## src/rtl/cpu_pkg.sv

```systemverilog
// Shared CPU definitions: fetch FSM states, PC redirect-source encodings,
// the IF/ID register payload and instruction field positions.
package cpu_pkg;

    // Fetch-stage FSM states.
    typedef enum logic [1:0] {
        ST_IDLE = 2'b00,
        ST_RUN  = 2'b01,
        ST_HALT = 2'b10
    } fetch_state_e;

    // Redirect source encodings for pc_sel.
    localparam logic [1:0] PCSEL_SEQ = 2'b00;
    localparam logic [1:0] PCSEL_RS  = 2'b01;
    localparam logic [1:0] PCSEL_MEM = 2'b10;

    // Instruction field positions.
    localparam int OPCODE_MSB = 31;
    localparam int OPCODE_LSB = 28;
    localparam int RD_MSB     = 27;
    localparam int RD_LSB     = 22;
    localparam int RS_MSB     = 21;
    localparam int RS_LSB     = 16;
    localparam int RT_MSB     = 15;
    localparam int RT_LSB     = 10;

    // Contents of the IF/ID pipeline register.
    typedef struct packed {
        logic [31:0] pc;
        logic [31:0] inst;
        logic        valid;
    } if_id_t;

    // Only 01 and 10 name a real target; 00 and 11 mean "no redirect".
    function automatic logic is_redirect_sel(input logic [1:0] sel);
        return (sel == PCSEL_RS) || (sel == PCSEL_MEM);
    endfunction

endpackage

```

## src/rtl/if_id_reg.sv

```systemverilog
// IF/ID pipeline register.
// Ports:
//   clk, rst            - clock, asynchronous active-high reset
//   en                  - load pc_in/inst_in as a valid instruction
//   bubble              - load an empty slot (pc, inst, valid all zero)
//   pc_in, inst_in      - fetched PC and instruction word
//   pc_out, inst_out    - held PC and instruction
//   valid_out           - held slot carries a real instruction
// bubble wins over en; with neither asserted the contents are held.
module if_id_reg
    import cpu_pkg::*;
(
    input  logic        clk,
    input  logic        rst,
    input  logic        en,
    input  logic        bubble,
    input  logic [31:0] pc_in,
    input  logic [31:0] inst_in,
    output logic [31:0] pc_out,
    output logic [31:0] inst_out,
    output logic        valid_out
);

    if_id_t ifid_d;
    if_id_t ifid_q;

    always_comb begin
        // NOTE: default assignment first so every path drives ifid_d and no latch is inferred.
        ifid_d = ifid_q;
        if (bubble) begin
            ifid_d = '0;
        end else if (en) begin
            ifid_d.pc    = pc_in;
            ifid_d.inst  = inst_in;
            ifid_d.valid = 1'b1;
        end
    end

    // NOTE: sequential state uses non-blocking assignments so all flops update together at the edge.
    always_ff @(posedge clk or posedge rst) begin
        if (rst) begin
            ifid_q <= '0;
        end else begin
            ifid_q <= ifid_d;
        end
    end

    assign pc_out    = ifid_q.pc;
    assign inst_out  = ifid_q.inst;
    assign valid_out = ifid_q.valid;

endmodule

```

## src/rtl/fetch_stage.sv

```systemverilog
// Instruction fetch stage: PC register, IDLE/RUN/HALT control FSM and the
// IF/ID pipeline register.
// Ports:
//   clk, rst             - clock, asynchronous active-high reset
//   stall                - hold PC and IF/ID (hazard)
//   pc_change, pc_sel    - redirect request and its source (01 rs, 10 mem)
//   tgt_rs, tgt_mem      - redirect targets
//   halt_req             - stop fetching until reset
//   imem_addr, imem_data - instruction memory port (combinational read)
//   if_id_pc/inst/valid  - IF/ID register outputs
//   flush_idex           - squash the younger instruction in ID/EX
//   halted               - FSM is in HALT
//   fetch_count          - instructions written into IF/ID as valid
// Priority in RUN: redirect > halt > stall > sequential fetch.
module fetch_stage
    import cpu_pkg::*;
#(
    parameter logic [31:0] RESET_PC = 32'h0000_0000,
    parameter logic [31:0] PC_STEP  = 32'd1
) (
    input  logic        clk,
    input  logic        rst,
    input  logic        stall,
    input  logic        pc_change,
    input  logic [1:0]  pc_sel,
    input  logic [31:0] tgt_rs,
    input  logic [31:0] tgt_mem,
    input  logic        halt_req,
    output logic [31:0] imem_addr,
    input  logic [31:0] imem_data,
    output logic [31:0] if_id_pc,
    output logic [31:0] if_id_inst,
    output logic        if_id_valid,
    output logic        flush_idex,
    output logic        halted,
    output logic [31:0] fetch_count
);

    fetch_state_e state_d, state_q;
    logic [31:0]  pc_d, pc_q;
    logic [31:0]  count_d, count_q;
    logic         ifid_en;
    logic         ifid_bubble;
    logic         redirect;

    // A redirect only counts while running and with a real target source.
    assign redirect = pc_change && is_redirect_sel(pc_sel) && (state_q == ST_RUN);

    always_comb begin
        state_d     = state_q;
        pc_d        = pc_q;
        count_d     = count_q;
        ifid_en     = 1'b0;
        ifid_bubble = 1'b0;
        unique case (state_q)
            ST_IDLE: begin
                state_d = ST_RUN;
            end
            ST_RUN: begin
                if (redirect) begin
                    // halt_req waits: HALT is entered on a later cycle if it persists.
                    pc_d        = (pc_sel == PCSEL_RS) ? tgt_rs : tgt_mem;
                    ifid_bubble = 1'b1;
                end else if (halt_req) begin
                    state_d     = ST_HALT;
                    ifid_bubble = 1'b1;
                end else if (!stall) begin
                    ifid_en = 1'b1;
                    pc_d    = pc_q + PC_STEP;   // wraps modulo 2^32
                    count_d = count_q + 32'd1;
                end
            end
            ST_HALT: begin
                ifid_bubble = 1'b1;
            end
            default: begin
                state_d = ST_IDLE;
            end
        endcase
    end

    always_ff @(posedge clk or posedge rst) begin
        if (rst) begin
            state_q <= ST_IDLE;
            pc_q    <= RESET_PC;
            count_q <= '0;
        end else begin
            state_q <= state_d;
            pc_q    <= pc_d;
            count_q <= count_d;
        end
    end

    if_id_reg u_if_id_reg (
        .clk       (clk),
        .rst       (rst),
        .en        (ifid_en),
        .bubble    (ifid_bubble),
        .pc_in     (pc_q),
        .inst_in   (imem_data),
        .pc_out    (if_id_pc),
        .inst_out  (if_id_inst),
        .valid_out (if_id_valid)
    );

    assign imem_addr   = pc_q;
    assign flush_idex  = redirect && !rst;
    assign halted      = (state_q == ST_HALT);
    assign fetch_count = count_q;

endmodule

```

## config.mk

```make
export PLATFORM = sky130hd
export DESIGN_NAME = fetch_stage
export DESIGN_NICKNAME = d
export VERILOG_FILES = /design/src/rtl/cpu_pkg.sv /design/src/rtl/if_id_reg.sv /design/src/rtl/fetch_stage.sv
export SDC_FILE = /design/constraint.sdc
export NUM_CORES = 1
export LEC_CHECK = 0
export ABC_AREA = 1
export BUFFER_PORTS_ARGS = -buffer_cell sky130_fd_sc_hd__buf_4
export CAP_MARGIN = 0
export CORE_ASPECT_RATIO = 1.1
export CORE_MARGIN = 2
export CORE_UTILIZATION = 46
export CTS_CLUSTER_SIZE = 24
export DETAILED_ROUTE_END_ITERATION = 10
export GPL_TIMING_DRIVEN = 0
export HOLD_SLACK_MARGIN = 0.06
export PLACE_DENSITY = 0.89
export SYNTH_ARGS = -nofsm -noshare
export SYNTH_HDL_FRONTEND = slang
export SYNTH_HIERARCHICAL = 1
export SYNTH_SLANG_ARGS = --single-unit
```

## constraint.sdc

```tcl
create_clock -name clk -period 1.9 [get_ports clk]
set_input_delay 0.38 -clock clk [delete_from_list [all_inputs] [get_ports clk]]
set_output_delay 0.38 -clock clk [all_outputs]
set_load 0.03 [all_outputs]
```

==> flow_metrics.tcl, run 1 <==
set metrics [dict create \
    status "finished, violations left" \
    failed_checks "setup timing" \
    core_area_mm2 0.0151 \
    fin_skew_ns 0.00627 \
    synthCells 928 \
    post-dp-hpwl_um 17100 \
    syn_nets 1037 \
    synth_edf_count 0 \
    maxSlewHeadroom_pct 55.5 \
    min_path_type "input pin to asynchronous set/reset pin" \
    path_max_fanout 4 \
    rows 47 \
    ys_seq_elements 131 \
    via_per_inst 5.32 \
    worst_setup_path_start_kind "flip-flop" \
    grt.overflow.total 0 \
    post_dp_cell_area_mm2 0.00914 \
    clkTransAtPathRegs_ns 0.06 \
    critical_path_arrival_ns 1.63 \
    final_area_mm2 0.0100 \
    final_common_cell "nand2_1" \
    dieWidth_um 123 \
    grt_pass1_vias 7223 \
    syn-mean-instance-area_um2 7.67 \
    worstSetupPathType "flip-flop to output port" \
    powerDensity_mw_per_mm2 1480 \
    cts_root_buf "clkbuf_16" \
    drtAntennaViolNets 0 \
    drc 0 \
    synth_ff_type "dfrtp_1" \
    finalWirelength_um 23500 \
    num_antenna_cells 0 \
    p_leak_uw 0.00539 \
    drtIter0Drc 471 \
    holdWs_ns 0.0675 \
    ios 234 \
    die_h_um 134 \
    gp_congestion 0.919 \
    clkLatencyLatePin_ns 0.42 \
    final_cells 1405 \
    fin_crit_sh_pct 106 \
    drt_pass1_iterations 5 \
    clk_path_buf_depth 2 \
    setup_ws_ns -0.106 \
    max_freq_mhz 498 \
    cp.required_ns 1.52 \
    cts_buffers 17 \
    yosys_warnings 6 \
    seq_area_frac_synth_pct 46.1 \
    async_flop_share_pct 100 \
    end_kind "output port" \
    slew_violations 0 \
    setup_violations 1 \
    layout_common_cells "nand2_1, buf_4, dfrtp_1, nand3_1, nor2_1" \
    portBuffers 233 \
    grtUsageTotal_pct 27.8 \
    layout-drive-gt1-share_pct 30.2 \
    cts.sinks 131 \
    wl_per_cell_um 16.7 \
    fin_util_pct 66.3 \
    maxCapViolCount 0 \
    htreeDepth 4 \
    ys_types 40 \
    grt_pass1_wl_um 35300 \
    synth_area_mm2 0.00712 \
    antenna_found_initial 0 \
    cts_tree "yes" \
    start_util_pct 47.1 \
    rsz0062_at_grt "true" \
    vdd_drop_max_uv 666 \
    areaGrowthSynthToFinish_pct 40.8 \
    worst_slew_pin_slew_ns 0.667 \
    grt_start_max_net_pins 66 \
    nets 1305 \
    fin_crit_ns 2.01 \
    final_hold_viol_count 0 \
    fp.dieArea_mm2 0.0165 \
    place_inst 1358 \
    vias 7474 \
]
## state kept, by name, indices dropped and copies added, names as in the netlist
signal,cells
state_q,2
u_if_id_reg/inst_out,32
fetch_count,32
u_if_id_reg/valid_out,1
u_if_id_reg/pc_out,32
imem_addr,32
## what timing repair did
item	CTS	global route
resized for setup	15	25
pin swaps	2	4
hold buffers	0	1
buffers inserted	8	5
endpoints found under the hold margin	0	20
endpoints found under the setup margin	94	84
## cell families after synthesis
| family | Yosys count | share of synthesized area [%] |
|---|---|---|
| fa+ha+maj | 6 | 1.06 |
| flops | 131 | 46.1 |
| compound gates | 85 | 6.40 |
| simple gates | 545 | 32.7 |
| xor+xnor | 23 | 2.83 |
| buf+inv | 113 | 7.00 |
| mux | 25 | 3.94 |
## path summary, 6_finish.rpt
path | to | slack (ns) | cells after the start | start
min in group clk | u_if_id_reg/inst_out[28] | 0.19 | 3 | imem_data[28]
max in group asynchronous | u_if_id_reg/inst_out[4] | 0.67 | 4 | rst
min | imem_addr[25] | 0.07 | 2 | rst
min reg2reg | u_if_id_reg/pc_out[6] | 0.47 | 2 | u_if_id_reg/pc_out[6]
max reg2reg | u_if_id_reg/inst_out[14] | 0.07 | 12 | state_q[0]
max | flush_idex | -0.11 | 7 | state_q[1]
## where the power goes
group	total (uW)	switching (uW)	leakage, uW	internal (uW)
Sequential	4470	887	0.00165	3580
Clock	3380	1300	0.000291	2080
Combinational	6960	4450	0.00345	2510
## per-layer routing
metal  track usage [%]  routed length [um]  up-vias
met4              17.4                1300        0
met1              29.8                8380     3483
met2              48.4               11700      387
met3              7.19                2140       81
li1                  -                   -     3523
met5                 0                   0        -
## cells in the mapped netlist, types with 6 or more instances
cell type  count  area share [%]
a21oi_1       26             1.8
xor2_1        11             1.4
nand3_1      108             7.6
clkbuf_1       7            0.37
o21ai_0       43             3.0
mux2_2        24             3.8
buf_2         17             1.2
xnor2_1       12             1.5
dfrtp_1      131              46
nor2_1        87             4.6
inv_1         73             3.9
nand3b_1       6            0.63
nand4_1        6            0.53
nand2_1      312              16
nor3_1        12            0.84
ha_1           6             1.1
buf_4         10             1.1
## worst max-delay path, cell delays in order, from the launching register on
cell,delay [ns]
dfrtp_1,0.38
inv_2,0.08
ha_4,0.17
nand3b_4,0.09
buf_6,0.13
clkbuf_16,0.14
nor2_4,0.07
buf_6,0.13
## cell type report
class / count / area (um2)
Tap cell: 196 / 245
Clock buffer: 18 / 429
Fill cell: 1180 / 5090
Timing Repair Buffer: 249 / 1910
Clock inverter: 14 / 180
Buffer: 37 / 274
Multi-Input combinational cell: 684 / 3410
Inverter: 76 / 295
Sequential cell: 131 / 3280
## per-stage QoR
step / setup TNS [ns] / total power [uW] / setup WS (ns)
after detailed placement: -21.76 / 11000 / -0.477
final: -0.106 / 14800 / -0.106
after global routing: -0.327 / 15700 / -0.165
after floorplan: -0.0391 / 8570 / -0.0391
after global placement: -17.35 / 10800 / -0.412
after CTS: -0.108 / 14600 / -0.108
Power figures use the tool's default switching activity.
==> run 2, diff against run 1 <==
--- a/config.mk
+++ b/config.mk
@@ -10,12 +10,12 @@
 export CAP_MARGIN = 0
 export CORE_ASPECT_RATIO = 1.1
 export CORE_MARGIN = 2
-export CORE_UTILIZATION = 46
+export CORE_UTILIZATION = 45
 export CTS_CLUSTER_SIZE = 24
 export DETAILED_ROUTE_END_ITERATION = 10
 export GPL_TIMING_DRIVEN = 0
 export HOLD_SLACK_MARGIN = 0.06
-export PLACE_DENSITY = 0.89
+export PLACE_DENSITY = 0.87
 export SYNTH_ARGS = -nofsm -noshare
 export SYNTH_HDL_FRONTEND = slang
 export SYNTH_HIERARCHICAL = 1
==> run 2 against run 1 <==
Effect of this change:
- the run still ends with setup timing left
- register-to-register slack worse by 0.24 ns
- via count increased by 4.6%
- utilization increased by 1.5 points
- final cell count rose by 2.2%
- worst hold slack better by 0.12 ns
- sequential share of layout area is 1.6 points lower
- highest routed layer unchanged
- first-iteration DRC count grew 35%
- combinational power is 21% higher
- critical path type is now flip-flop to flip-flop
- critical path depth increased by 9
- global-route usage decreased by 0.46 points
- non-clock buffer count up 26
- die area increased by 2.2%
==> flow_metrics.tcl, run 2 (synthesized netlist as in run 1, its figures left out) <==
set metrics [dict create \
    htreeDepth 4 \
    grt_pass1_vias 7143 \
    grt_pass1_wl_um 35400 \
    final_cells 1436 \
    clkTransAtPathRegs_ns 0.06 \
    cts.sinks 131 \
    slew_violations 0 \
    path_max_fanout 5 \
    swShare_pct 45.3 \
    worst_setup_path_start_kind "flip-flop" \
    clk_path_buf_depth 2 \
    layout_common_cells "nand2_1, buf_4, dfrtp_1, nand3_1, nor2_1" \
    power.switching_uw 7330 \
    post-dp-hpwl_um 17100 \
    via_per_inst 5.44 \
    cts_tree "yes" \
    fp.dieArea_mm2 0.0168 \
    ios 234 \
    critical_path_arrival_ns 2.36 \
    rsz0062_at_grt "true" \
    maxSlewHeadroom_pct 52.4 \
    worstSetupPathType "flip-flop to flip-flop" \
    fin_skew_ns 0.00806 \
    rows 48 \
    dieWidth_um 124 \
    finalWirelength_um 26600 \
    start_util_pct 45.7 \
    wl_per_cell_um 18.5 \
    clkLatencyLatePin_ns 0.42 \
    holdWs_ns 0.183 \
    p_int_uw 8860 \
    grt.overflow.total 0 \
    antenna_found_initial 0 \
    final_hold_viol_count 0 \
    power_frac_clock_pct 19.9 \
    setup_violations 65 \
    cts_root_buf "clkbuf_16" \
    grt_start_max_net_pins 66 \
    drc 0 \
    cts_buffers 17 \
    nets 1331 \
    end_kind "flip-flop" \
    r2r_end "u_if_id_reg/pc_out[13]" \
    portBuffers 233 \
    maxCapViolCount 0 \
    die_h_um 136 \
    layout-drive-gt1-share_pct 33.3 \
    place_inst 1362 \
    status "finished, violations left" \
    gp_congestion 0.909 \
    r2r_cells 16 \
    critPathLaunch "state_q[1]" \
    r2r_slack_ns -0.17 \
    max_freq_mhz 484 \
    min_path_type "input pin to flip-flop" \
    grtUsageTotal_pct 27.4 \
    failed_checks "setup timing" \
    areaGrowthSynthToFinish_pct 48.2 \
    vias 7819 \
    final_common_cell "nand2_1" \
    pwr-share-comb_pct 51.9 \
    worst_slew_pin_slew_ns 0.715 \
    p_leak_uw 0.00564 \
    fin_crit_sh_pct 109 \
    drt_pass1_iterations 5 \
    vdd_drop_max_uv 793 \
    cp.required_ns 2.19 \
    powerDensity_mw_per_mm2 1540 \
    pwr-share-seq_pct 28.2 \
    drtAntennaViolNets 0 \
    endpoint "u_if_id_reg/pc_out[13]" \
    r2r-start "state_q[1]" \
    pre_cts_ws_ns -0.519 \
    drtIter0Drc 637 \
    fin_crit_ns 2.07 \
    core_area_mm2 0.0156 \
    setup_ws_ns -0.165 \
]
-- run 2: per-stage QoR --
step                power (uW)  utilization [%]  setup TNS [ns]  instance area [um2]
floorplan                 8570                -         -0.0391                 7130
global placement         10800             58.7          -17.22                 9130
detailed placement       11000             58.8          -22.14                 9150
CTS                      14600             64.0          -0.101                 9950
global route             17000             67.8          -10.78                10500
finish                   16200             67.8           -4.45                10500
-- run 2: layer usage --
| layer | up-vias | share of wire, % | track usage (%) |
|---|---|---|---|
| met3 | 106 | 10 | 7.17 |
| met5 | - | 0 | 0 |
| met4 | 0 | 5.2 | 13.4 |
| li1 | 3585 | - | - |
| met1 | 3672 | 35 | 31.3 |
| met2 | 456 | 49 | 47.2 |
-- run 2: power by group through the flow --
stage          clock network (uW)  registers (uW)  logic (uW)
2_1_floorplan                   0            5780        2790
3_3_place_gp                    0            4450        6380
3_5_place_dp                    0            4490        6540
4_1_cts                      3220            4460        6910
5_1_grt                      3360            4660        8970
6_report                     3220            4570        8400
-- run 2: final cells by class --
| class | count | area (um2) |
|---|---|---|
| Antenna cell | 1 | 2.50 |
| Buffer | 37 | 379 |
| Clock buffer | 18 | 429 |
| Clock inverter | 14 | 143 |
| Fill cell | 1139 | 5010 |
| Inverter | 76 | 313 |
| Multi-Input combinational cell | 684 | 3470 |
| Sequential cell | 131 | 3280 |
| Tap cell | 200 | 250 |
| Timing Repair Buffer | 275 | 2280 |
-- run 2: worst min-delay path by stage --
stage	from	end	slack, ns	cells past startpoint
floorplan	rst	u_if_id_reg/inst_out[0]	0.52	1
global placement	u_if_id_reg/pc_out[8]	u_if_id_reg/pc_out[8]	0.45	2
global route	imem_data[30]	u_if_id_reg/inst_out[30]	0.19	3
CTS	imem_data[29]	u_if_id_reg/inst_out[29]	0.17	3
detailed placement	u_if_id_reg/pc_out[30]	u_if_id_reg/pc_out[30]	0.46	2
finish	imem_data[29]	u_if_id_reg/inst_out[29]	0.18	3
-- run 2: worst max-delay path: stages (launching register included) --
cell	delay [ns]
dfrtp_1	0.40
inv_2	0.08
ha_4	0.16
nand3b_4	0.09
buf_4	0.15
buf_6	0.12
inv_6	0.06
nor2_4	0.03
nand2_1	0.08
nand2_2	0.09
inv_4	0.09
nor2_4	0.06
buf_12	0.14
buf_4	0.14
buf_8	0.12
nand2_2	0.04
nand2_1	0.08
-- run 2: what timing repair did --
item | 4_1_cts | 5_1_grt
setup buffers | 17 | 11
pin swaps | 3 | 12
gates resized for setup | 28 | 88
hold buffers | 1 | 1
endpoints found under the setup margin | 96 | 85
gates cloned | 0 | 10
endpoints found under the hold margin | 4 | 20
==> run 3, diff against run 2 <==
--- a/config.mk
+++ b/config.mk
@@ -6,7 +6,7 @@
 export NUM_CORES = 1
 export LEC_CHECK = 0
 export ABC_AREA = 1
-export BUFFER_PORTS_ARGS = -buffer_cell sky130_fd_sc_hd__buf_4
+export BUFFER_PORTS_ARGS = -buffer_cell sky130_fd_sc_hd__buf_2
 export CAP_MARGIN = 0
 export CORE_ASPECT_RATIO = 1.1
 export CORE_MARGIN = 2
==> run 3 against run 2 <==
Effect of this change:
- the run still ends with setup timing left
- clock-buffer cell count decreased by 1
- fmax grew 2.5%
- global-route usage down 0.82 points
- utilization shrank 7.1 points
==> flow_metrics.tcl, run 3 (synthesized netlist as in run 1, its figures left out) <==
set metrics [dict create \
    status "finished, violations left" \
    failed_checks "setup timing" \
    slew_violations 0 \
    drt_pass1_iterations 7 \
    clkLatencyLatePin_ns 0.42 \
    rsz0062_at_grt "true" \
    wl_per_cell_um 15.8 \
    worstSetupPathType "flip-flop to output port" \
    end_kind "output port" \
    grt_pass1_wl_um 34300 \
    clk_path_buf_depth 2 \
    fin_skew_ns 0.00825 \
    final_cells 1413 \
    clkTransAtPathRegs_ns 0.06 \
    p_leak_uw 0.00524 \
    via_per_inst 5.19 \
    vdd_drop_max_uv 682 \
    drc 0 \
    finalWirelength_um 22400 \
    fin_crit_sh_pct 106 \
    die_h_um 136 \
    start_util_pct 45.7 \
    layout_common_cells "nand2_1, buf_2, dfrtp_1, nand3_1, nor2_1" \
    setup_violations 1 \
    finalPower_uw 14200 \
    path_max_fanout 4 \
    final_common_cell "nand2_1" \
    cts_tree "yes" \
    worst_slew_pin_slew_ns 0.689 \
    power.switching_uw 6570 \
    post-dp-hpwl_um 16800 \
    num-fill-cells 1364 \
    p_int_uw 7630 \
    cts_buffers 17 \
    dieWidth_um 124 \
    ios 234 \
    powerDensity_mw_per_mm2 1500 \
    cts_root_buf "clkbuf_16" \
    critical_path_arrival_ns 1.64 \
    portBuffers 233 \
    grt_start_max_net_pins 66 \
    maxSlewHeadroom_pct 54.1 \
    min_path_type "input pin to asynchronous set/reset pin" \
    holdBufCountCts 0 \
    gp_congestion 0.910 \
    nets 1304 \
    fin_tns_setup_ns -0.116 \
    maxCapViolCount 0 \
    power_frac_clock_pct 22.7 \
    core_area_mm2 0.0156 \
    rows 48 \
    htreeDepth 4 \
    cp.required_ns 1.52 \
    cts.sinks 131 \
    layout-drive-gt1-share_pct 30.4 \
    areaGrowthSynthToFinish_pct 32.7 \
    vias 7340 \
    grt.overflow.total 0 \
    pwr-share-comb_pct 46.0 \
    setup_ws_ns -0.116 \
    max_freq_mhz 496 \
    grt_pass1_vias 6926 \
    final_hold_viol_count 0 \
    pre_cts_ws_ns -0.506 \
    grtUsageTotal_pct 26.6 \
    drtIter0Drc 404 \
    drtAntennaViolNets 0 \
    worst_setup_path_start_kind "flip-flop" \
    swShare_pct 46.3 \
    pwr-share-seq_pct 31.4 \
    place_inst 1362 \
    antenna_found_initial 8 \
    fp.dieArea_mm2 0.0168 \
    fin_crit_ns 2.02 \
]
==> run 3: final timing paths <==
check / cells after the start / startpoint / endpoint / slack [ns]
setup / recovery: 7 / state_q[1] / flush_idex / -0.12
hold / removal: 2 / rst / u_if_id_reg/pc_out[21] / 0.05
setup reg to reg: 11 / state_q[1] / u_if_id_reg/pc_out[26] / 0.08
hold reg to reg: 2 / u_if_id_reg/pc_out[8] / u_if_id_reg/pc_out[8] / 0.47
max in group asynchronous: 3 / rst / fetch_count[10] / 1.20
min in group clk: 3 / imem_data[30] / u_if_id_reg/inst_out[30] / 0.19
==> run 3: cell type report <==
| type | count | area (um2) | share of cell area (%) |
|---|---|---|---|
| Multi-Input combinational cell | 684 | 3400 | 36.0 |
| Sequential cell | 131 | 3280 | 34.7 |
| Timing Repair Buffer | 248 | 1340 | 14.2 |
| Clock buffer | 17 | 425 | 4.51 |
| Inverter | 76 | 295 | 3.13 |
| Buffer | 37 | 280 | 2.97 |
| Tap cell | 200 | 250 | 2.65 |
| Clock inverter | 14 | 155 | 1.64 |
| Antenna cell | 6 | 15.0 | 0.159 |
==> run 3: metal layers <==
| metal | vias up | share of wire, % | track usage, % | wire, um |
|---|---|---|---|---|
| met5 | - | 0.15 | 0 | 34 |
| li1 | 3521 | - | - | - |
| met3 | 63 | 8.2 | 7.09 | 1850 |
| met2 | 293 | 50 | 46.1 | 11200 |
| met1 | 3457 | 38 | 30.2 | 8600 |
| met4 | 6 | 3.1 | 12.5 | 689 |
==> run 3: through the flow <==
step / util [%] / hold WS (ns) / instance area [um2]
after global routing: 60.7 / 0.0618 / 9440
final: 60.7 / 0.0472 / 9440
after global placement: 54.9 / 0.448 / 8540
after floorplan: - / 0.518 / 7130
after detailed placement: 55.0 / 0.454 / 8560
after CTS: 59.5 / 0.0831 / 9260
==> run 3: worst max-delay path: stages, from the launching register on <==
cell       delay (ns)
dfrtp_1          0.39
inv_2            0.09
ha_4             0.17
nand3b_4         0.10
buf_6            0.13
clkbuf_16        0.14
nor2_4           0.07
buf_6            0.13
==> run 3: what timing repair did <==
action | in CTS | in global routing
endpoints found under the setup margin | 87 | 85
setup buffers | 7 | 6
pin swaps | 3 | 3
gates resized for setup | 15 | 36
==> run 3: power groups by stage <==
stage	Combinational, uW	Sequential, uW	Clock (uW)
6_report	6520	4460	3220
3_3_place_gp	5890	4420	0
2_1_floorplan	2790	5780	0
5_1_grt	7150	4580	3410
4_1_cts	6230	4430	3260
3_5_place_dp	6050	4460	0
